$ cat config.mk
export PLATFORM = sky130hd
export DESIGN_NAME = vec_mac_feeder
export DESIGN_NICKNAME = d
export VERILOG_FILES = /design/src/rtl/vmac_pkg.sv /design/src/rtl/vmf_result_fifo.sv /design/src/rtl/vec_mac_feeder.sv
export SDC_FILE = /design/constraint.sdc
export NUM_CORES = 1
export LEC_CHECK = 0
export CORE_ASPECT_RATIO = 0.8
export CORE_MARGIN = 2
export CORE_UTILIZATION = 55
export CTS_BUF_LIST = sky130_fd_sc_hd__clkbuf_4
export CTS_CLUSTER_DIAMETER = 50
export DETAILED_ROUTE_END_ITERATION = 8
export DONT_BUFFER_PORTS = 1
export GPL_TIMING_DRIVEN = 1
export PLACE_DENSITY = 0.7
export SLEW_MARGIN = 10
export SYNTH_ARGS = -nofsm -noshare
export SYNTH_HDL_FRONTEND = slang
export SYNTH_SLANG_ARGS = --single-unit
export TNS_END_PERCENT = 30
$ cat constraint.sdc
create_clock -name clk -period 3.4 [get_ports clk]
set_input_delay 0.68 -clock clk [delete_from_list [all_inputs] [get_ports clk]]
set_output_delay 0.68 -clock clk [all_outputs]
set_load 0.01 [all_outputs]
$ cat src/rtl/vmac_pkg.sv
// Shared constants and state encoding for the vector MAC operand path.
// Used by vec_mac_feeder, vector_mac_top and their benches.
// No logic; parameters here must agree with the MAC core build.
package vmac_pkg;

  // Beats per MAC window; each beat carries VMAC_LANES elements.
  localparam int VMAC_BEATS  = 250;
  localparam int VMAC_LANES  = 4;
  localparam int VMAC_LANE_W = 8;
  localparam int VMAC_ACC_W  = 32;
  localparam int VMAC_WORD_W = VMAC_LANES * VMAC_LANE_W;

  // Feeder control states.
  typedef enum logic [2:0] {
    ST_IDLE   = 3'd0,
    ST_CREDIT = 3'd1,
    ST_ISSUE  = 3'd2,
    ST_DRAIN  = 3'd3,
    ST_DONE   = 3'd4
  } vmac_state_e;

endpackage

$ cat src/rtl/vmf_result_fifo.sv
// Generic synchronous FIFO holding MAC results for downstream readout.
// Latency: a push is visible at head_dat/!empty the cycle after it is written.
// Backpressure: push is dropped only when full without a same-cycle pop; pop on empty is ignored.
module vmf_result_fifo #(
  parameter int WIDTH = 32,
  parameter int DEPTH = 4
) (
  input  logic                     clk,
  input  logic                     rst_n,
  input  logic                     push,
  input  logic [WIDTH-1:0]         push_dat,
  input  logic                     pop,
  output logic [WIDTH-1:0]         head_dat,
  output logic [$clog2(DEPTH):0]   count,
  output logic                     full,
  output logic                     empty
);

  localparam int AW = $clog2(DEPTH);

  logic [WIDTH-1:0] mem_q [DEPTH];
  logic [AW-1:0]    wr_ptr_q;
  logic [AW-1:0]    rd_ptr_q;
  logic [AW:0]      count_q;
  logic             do_push;
  logic             do_pop;

  assign empty    = (count_q == '0);
  assign full     = (count_q == (AW+1)'(DEPTH));
  assign count    = count_q;
  // Pop only real entries; at full a concurrent pop frees the slot for the push.
  assign do_pop   = pop && !empty;
  assign do_push  = push && (!full || do_pop);
  // Head reads as zero when empty so the output is clean out of reset.
  assign head_dat = empty ? '0 : mem_q[rd_ptr_q];

  // Storage array, written on accepted push only.
  always_ff @(posedge clk) begin
    if (do_push) begin
      mem_q[wr_ptr_q] <= push_dat;
    end
  end

  // Pointers and occupancy; power-of-2 depth lets pointers wrap naturally.
  always_ff @(posedge clk or negedge rst_n) begin
    if (!rst_n) begin
      wr_ptr_q <= '0;
      rd_ptr_q <= '0;
      count_q  <= '0;
    end else begin
      if (do_push) wr_ptr_q <= wr_ptr_q + 1'b1;
      if (do_pop)  rd_ptr_q <= rd_ptr_q + 1'b1;
      case ({do_push, do_pop})
        2'b10:   count_q <= count_q + 1'b1;
        2'b01:   count_q <= count_q - 1'b1;
        default: count_q <= count_q;
      endcase
    end
  end

endmodule

$ cat src/rtl/vec_mac_feeder.sv
// Reads packed 4xINT8 operands from two SRAMs, streams them to the MAC core, queues results.
// Latency: >=1 cycle accept-to-first-read; in_valid follows rd_en by 1 cycle (SRAM read latency).
// Backpressure: a window is issued only once a result slot is reserved; VMF_THROTTLE_EN halves beat rate.
module vec_mac_feeder
  import vmac_pkg::*;
#(
  parameter int ADDR_W    = 12,
  parameter int BEATS     = VMAC_BEATS,
  parameter int WIN_W     = 8,
  parameter int RES_DEPTH = 4
) (
  input  logic              clk,
  input  logic              rst_n,
  input  logic              cmd_valid,
  output logic              cmd_ready,
  input  logic [ADDR_W-1:0] cmd_base_a,
  input  logic [ADDR_W-1:0] cmd_base_b,
  input  logic [WIN_W-1:0]  cmd_windows,
  output logic              a_rd_en,
  output logic              b_rd_en,
  output logic [ADDR_W-1:0] a_rd_addr,
  output logic [ADDR_W-1:0] b_rd_addr,
  input  logic [31:0]       a_rd_data,
  input  logic [31:0]       b_rd_data,
  output logic              in_valid,
  output logic [31:0]       in_a,
  output logic [31:0]       in_b,
  input  logic              out_valid,
  input  logic [31:0]       mac_out,
  output logic              res_valid,
  input  logic              res_ready,
  output logic [31:0]       res_data,
  output logic              busy,
  output logic              done,
  output logic              err
);

  localparam logic [2:0] S_IDLE   = 3'(ST_IDLE);
  localparam logic [2:0] S_CREDIT = 3'(ST_CREDIT);
  localparam logic [2:0] S_ISSUE  = 3'(ST_ISSUE);
  localparam logic [2:0] S_DRAIN  = 3'(ST_DRAIN);
  localparam logic [2:0] S_DONE   = 3'(ST_DONE);

  localparam int              BEAT_W    = $clog2(BEATS);
  localparam int              CNT_W     = $clog2(RES_DEPTH) + 1;
  localparam logic [BEAT_W-1:0] BEAT_LAST = BEAT_W'(BEATS - 1);

  logic [2:0]        state_q, state_d;
  logic [ADDR_W-1:0] addr_a_q, addr_b_q;
  logic [WIN_W-1:0]  win_left_q;
  logic [BEAT_W-1:0] beat_q;
  logic [CNT_W-1:0]  outst_q;
  logic              err_q;
  logic              cmd_ready_q;
  logic              in_valid_q;
  logic [31:0]       hold_a_q, hold_b_q;

  logic [CNT_W-1:0]  fifo_count;
  logic              fifo_full;
  logic              fifo_empty;
  logic [CNT_W:0]    credit_used;
  logic              credit_ok;
  logic              cmd_acc;
  logic              reserve;
  logic              rd_fire;
  logic              last_beat;
  logic              res_push;
  logic              res_pop;
  logic              spurious;

`ifdef VMF_THROTTLE_EN
  // Alternates read and idle cycles inside a window.
  logic              phase_q;
`endif

  assign cmd_acc     = cmd_valid && cmd_ready_q;
  // Results already queued plus windows in flight must leave room for one more.
  assign credit_used = {1'b0, fifo_count} + {1'b0, outst_q};
  assign credit_ok   = !fifo_full && (credit_used < (CNT_W+1)'(RES_DEPTH));
  assign reserve     = (state_q == S_CREDIT) && credit_ok;
`ifdef VMF_THROTTLE_EN
  assign rd_fire     = (state_q == S_ISSUE) && !phase_q;
`else
  assign rd_fire     = (state_q == S_ISSUE);
`endif
  assign last_beat   = rd_fire && (beat_q == BEAT_LAST);
  assign res_push    = out_valid && (outst_q != '0);
  assign spurious    = out_valid && (outst_q == '0);
  assign res_pop     = res_valid && res_ready;

  assign a_rd_en   = rd_fire;
  assign b_rd_en   = rd_fire;
  assign a_rd_addr = addr_a_q;
  assign b_rd_addr = addr_b_q;

  // SRAM output is the beat register; the hold copy keeps in_a/in_b stable between beats.
  assign in_valid  = in_valid_q;
  assign in_a      = in_valid_q ? a_rd_data : hold_a_q;
  assign in_b      = in_valid_q ? b_rd_data : hold_b_q;

  assign cmd_ready = cmd_ready_q;
  assign busy      = (state_q != S_IDLE);
  assign done      = (state_q == S_DONE);
  assign err       = err_q;
  assign res_valid = !fifo_empty;

  // Next-state selection for the command sequencer.
  always_comb begin
    state_d = state_q;
    case (state_q)
      S_IDLE:   if (cmd_acc) state_d = (cmd_windows == '0) ? S_DONE : S_CREDIT;
      S_CREDIT: if (credit_ok) state_d = S_ISSUE;
      S_ISSUE:  if (last_beat) state_d = (win_left_q == WIN_W'(1)) ? S_DRAIN : S_CREDIT;
      S_DRAIN:  if (outst_q == '0) state_d = S_DONE;
      S_DONE:   state_d = S_IDLE;
      default:  state_d = S_IDLE;
    endcase
  end

  // State register; cmd_ready is registered so it stays low while reset is held.
  always_ff @(posedge clk or negedge rst_n) begin
    if (!rst_n) begin
      state_q     <= S_IDLE;
      cmd_ready_q <= 1'b0;
    end else begin
      state_q     <= state_d;
      cmd_ready_q <= (state_d == S_IDLE);
    end
  end

  // Address pointers, window and beat counters; addresses carry over between windows.
  always_ff @(posedge clk or negedge rst_n) begin
    if (!rst_n) begin
      addr_a_q   <= '0;
      addr_b_q   <= '0;
      win_left_q <= '0;
      beat_q     <= '0;
    end else if (cmd_acc) begin
      addr_a_q   <= cmd_base_a;
      addr_b_q   <= cmd_base_b;
      win_left_q <= cmd_windows;
      beat_q     <= '0;
    end else if (rd_fire) begin
      addr_a_q <= addr_a_q + 1'b1;
      addr_b_q <= addr_b_q + 1'b1;
      if (last_beat) begin
        beat_q     <= '0;
        win_left_q <= win_left_q - 1'b1;
      end else begin
        beat_q <= beat_q + 1'b1;
      end
    end
  end

`ifdef VMF_THROTTLE_EN
  // Idle slot after every read except the last, so a window spans 2*BEATS-1 cycles.
  always_ff @(posedge clk or negedge rst_n) begin
    if (!rst_n) begin
      phase_q <= 1'b0;
    end else begin
      phase_q <= (state_q == S_ISSUE) && !phase_q && !last_beat;
    end
  end
`endif

  // Outstanding windows: reserve on issue, release on result; both together cancel.
  always_ff @(posedge clk or negedge rst_n) begin
    if (!rst_n) begin
      outst_q <= '0;
    end else begin
      case ({reserve, res_push})
        2'b10:   outst_q <= outst_q + 1'b1;
        2'b01:   outst_q <= outst_q - 1'b1;
        default: outst_q <= outst_q;
      endcase
    end
  end

  // Sticky error on an unexpected result; a new command clears it unless one arrives with it.
  always_ff @(posedge clk or negedge rst_n) begin
    if (!rst_n) begin
      err_q <= 1'b0;
    end else if (spurious) begin
      err_q <= 1'b1;
    end else if (cmd_acc) begin
      err_q <= 1'b0;
    end
  end

  // Beat valid tracks the read strobe one cycle later; hold copies capture each beat.
  always_ff @(posedge clk or negedge rst_n) begin
    if (!rst_n) begin
      in_valid_q <= 1'b0;
      hold_a_q   <= '0;
      hold_b_q   <= '0;
    end else begin
      in_valid_q <= rd_fire;
      if (in_valid_q) begin
        hold_a_q <= a_rd_data;
        hold_b_q <= b_rd_data;
      end
    end
  end

  vmf_result_fifo #(
    .WIDTH (VMAC_ACC_W),
    .DEPTH (RES_DEPTH)
  ) u_res_fifo (
    .clk      (clk),
    .rst_n    (rst_n),
    .push     (res_push),
    .push_dat (mac_out),
    .pop      (res_pop),
    .head_dat (res_data),
    .count    (fifo_count),
    .full     (fifo_full),
    .empty    (fifo_empty)
  );

endmodule

==> summary.txt <==
Run status
  • Outcome: finished clean

Setup path
  • CP Class: flop to primary output
  • Setup slack, reg-to-reg: around 870 ps
  • Worst reg2reg startpoint: u_res_fifo.count[1]
  • CP Data Required Time: 2720 ps
  • FF-to-FF End: outst_q[2]
  • Startpoint class of the critical path: flop
  • CP endpoint kind: primary output
  • FF-to-FF path depth: 9
  • Crit path max fanout: 18
  • WP data arrival: 2430 ps

Yosys
  • Most common cell in the synthesized netlist: edfxtp_1
  • Ys async rst share: 48.4%
  • Synthesized area per cell: around 16 µm²
  • Post-Syn Nets: 817
  • Post-synth EDFFs: roughly 130
  • Synth Register Bits: approximately 250
  • Seq/Total Area, Yosys: roughly two thirds
  • Syn Inst Count: between 600 and 700
  • Area leader, netlist: edfxtp_1
  • Distinct cell type count after synthesis: between 50 and 60
  • Post-synth top cells: edfxtp_1 (128), dfrtp_1 (120), mux2_2 (65)
  • Cells taking the most area after synthesis: edfxtp_1 (37%), dfrtp_1 (29%), mux2_2 (7.1%), mux4_2 (6.9%), and2_1 (2.4%)
  • Synth top area share: approximately 37%
  • Warnings from Yosys: 0
  • Top_reg_cell synth: edfxtp_1
  • Synth Cell Area: 0.0104 mm²

Clock network
  • Clk buf depth: 3
  • Hold buffers post-CTS: 2
  • Sink Count: 248
  • Clock Latency Late Sink: around 660 ps
  • H-Tree Depth: 2
  • Total CTS buffers: 59
  • CTS resizes: 0
  • Reg clk slew, reported paths: 70 ps
  • TritonCTS clock tree: built
  • CTS Root Cell: clkbuf_4
  • Number of setup buffers added after CTS: 0

GRT
  • Number of global-route vias before repair: approximately 6,100
  • Routing usage on met3: 7.31%
  • Met1 usage: ~25%
  • Largest net degree at the start of global routing: approximately 120
  • Antenna violations before repair: 0
  • Met2 usage in global routing: 34.4%
  • First-pass GRT wire length: 32,000 µm
  • GRT busiest layer: met2
  • Total GRT Usage: 20.6%
  • Total gr overflow: 0

Layout
  • Final nets: about 860
  • N_diodes: 0
  • Reg area: between 0.006 and 0.007 mm²
  • Layout cell share with drive strength beyond 1: between 20% and 30%
  • Final Util: slightly above 60%
  • Multi-input combinational cell area: approximately 0.0033 mm²
  • Non-Filler Instances: 997
  • Layout area overhead: 9.66%
  • Fill cells: ~1,400

Placed design
  • Dpl cells: around 900
  • GPL Wtd Cong: a little over 0.8
  • DP HPWL: ~13,000 µm
  • Port Buffers: 0

Floorplan
  • Die height: between 100 and 150 µm
  • Width of the die: approximately 160 µm
  • I/O pin count: roughly 260
  • Core box area: 0.0183 mm²
  • Site Rows: 44
  • Die area: between 0.015 and 0.02 mm²
  • Initial Util: a little under three fifths

Hold path
  • Min-Delay Endpoint: u_res_fifo.mem_q[0][28]
  • WHS Path Cells: 0
  • HP Start: mac_out[28]
  • Min-delay worst type: primary input to flop

STA
  • F_max: between 300 and 400 MHz
  • Worst Tran Pin Value: between 800 and 900 ps
  • Final Critical Period: around 3100 ps
  • Slew Viols, Final: 0
  • Skew final: 15.4 ps
  • Slew HR: about 41%
  • RSZ-0062 raised after global routing: no
  • Setup tns final: 0 ps
  • Final Cycle Share: between 90% and 100%
  • Final Hold Violating Endpoints: 0
  • Final setup violation count: 0

Routing
  • Vias: between 5,000 and 6,000
  • Initial detailed-routing violation count: 363
  • DR DRC count: 0
  • Drt first pass iters: 4
  • Final ANT Viol Nets: 0
  • Average wire per standard cell: 20.3 µm
  • Routed WL: 20,300 µm
  • Vias per std cell: about 5.7

Flow run
  • # Max-Cap Violations: 0

Power
  • Int Pwr: around 7 mW
  • Max VDD drop: a little over 0.0007 V
  • Clk pwr share: between 20% and 30%
  • Sequential share of power: between 40% and 50%
  • Pleak: 4.26 nW
  • Sw Share: a little over a third
  • Pwr dens: about 950 mW/mm²
  • Comb pwr share: about a third
  • Net Sw Power: 3.85 mW
## cells by family after synthesis
group / after synthesis / share of synthesized area, %
multiplexers: 101 / 14.4
AND/OR/NAND/NOR: 168 / 9.41
flip-flops: 248 / 66.0
buffers and inverters: 45 / 1.86
adder cells (fa/ha/maj): 16 / 2.07
AO/OA/AOI/OAI: 52 / 3.04
XOR/XNOR: 38 / 3.21
## per-stage QoR
stage / setup slack [ps] / hold WS (ps) / cell area, µm² / total power [mW]
final: 294 / 109 / 11400 / 10.8
after global routing: 109 / 27.6 / 11400 / 11.6
after CTS: 190 / 39.6 / 11400 / 11.0
after detailed placement: 880 / 386 / 10600 / 8.61
after global placement: 891 / 387 / 10600 / 8.42
after floorplan: 954 / 384 / 10400 / 7.78
## layout by cell type, fill, tap and decap left out, drive strengths merged, types with 13 or more instances in the layout
cell type  netlist  final
o21ai           26     26
clkbuf          23     84
dfrtp          120    120
clkinv           0     13
xor2            22     22
edfxtp         128    128
mux2            66     66
ha              14     14
and2            39     39
inv             14     15
nand2           36     36
xnor2           16     16
mux4            32     32
nor2            20     20
nand3           14     14
## layout make-up
class                      instances  share of cell area (%)
sequential                       248                    60.2
multi-input combinational        375                    29.3
clock buffer                      84                    5.54
tap                              253                    2.78
timing repair buffer               8                   0.836
clock inverter                    15                   0.814
inverter                          14                   0.462
## power groups by stage
stage | clock network (mW) | registers (mW) | logic [mW]
global route | 2.56 | 5.04 | 3.95
detailed placement | 0 | 4.97 | 3.64
finish | 2.32 | 4.91 | 3.62
floorplan | 0 | 4.68 | 3.10
global placement | 0 | 4.91 | 3.51
CTS | 2.39 | 4.92 | 3.68
## per-layer routing
layer  wire length [µm]  up-vias
met5                  0        -
met2               9950      253
met3               2010       26
met4                255        0
met1               8050     2844
li1                   -     2589
## flip-flops by register name, indices dropped and copies added, names as in the netlist, 3 cells and up
signal	cells
hold_b_q	32
a_rd_addr	12
hold_a_q	32
outst_q	3
b_rd_addr	12
win_left_q	8
beat_q	8
state_q	3
u_res_fifo.count	3
u_res_fifo.mem_q	128
## worst max-delay path, cell delays in order (launching register included)
cell	delay (ps)
dfrtp_2	760
buf_12	260
mux4_2	530
and2_1	210
## worst max path at each step
stage	depth (start not counted)	endpoint	start	slack, ps
final	3	res_data[30]	u_res_fifo.rd_ptr_q[0]	290
after global routing	3	res_data[27]	u_res_fifo.rd_ptr_q[0]	110
after CTS	3	res_data[30]	u_res_fifo.rd_ptr_q[0]	190
after detailed placement	9	outst_q[2]	outst_q[2]	880
after global placement	9	outst_q[2]	outst_q[2]	890
after floorplan	9	outst_q[2]	outst_q[2]	950
(Power assumes the default switching activity.)
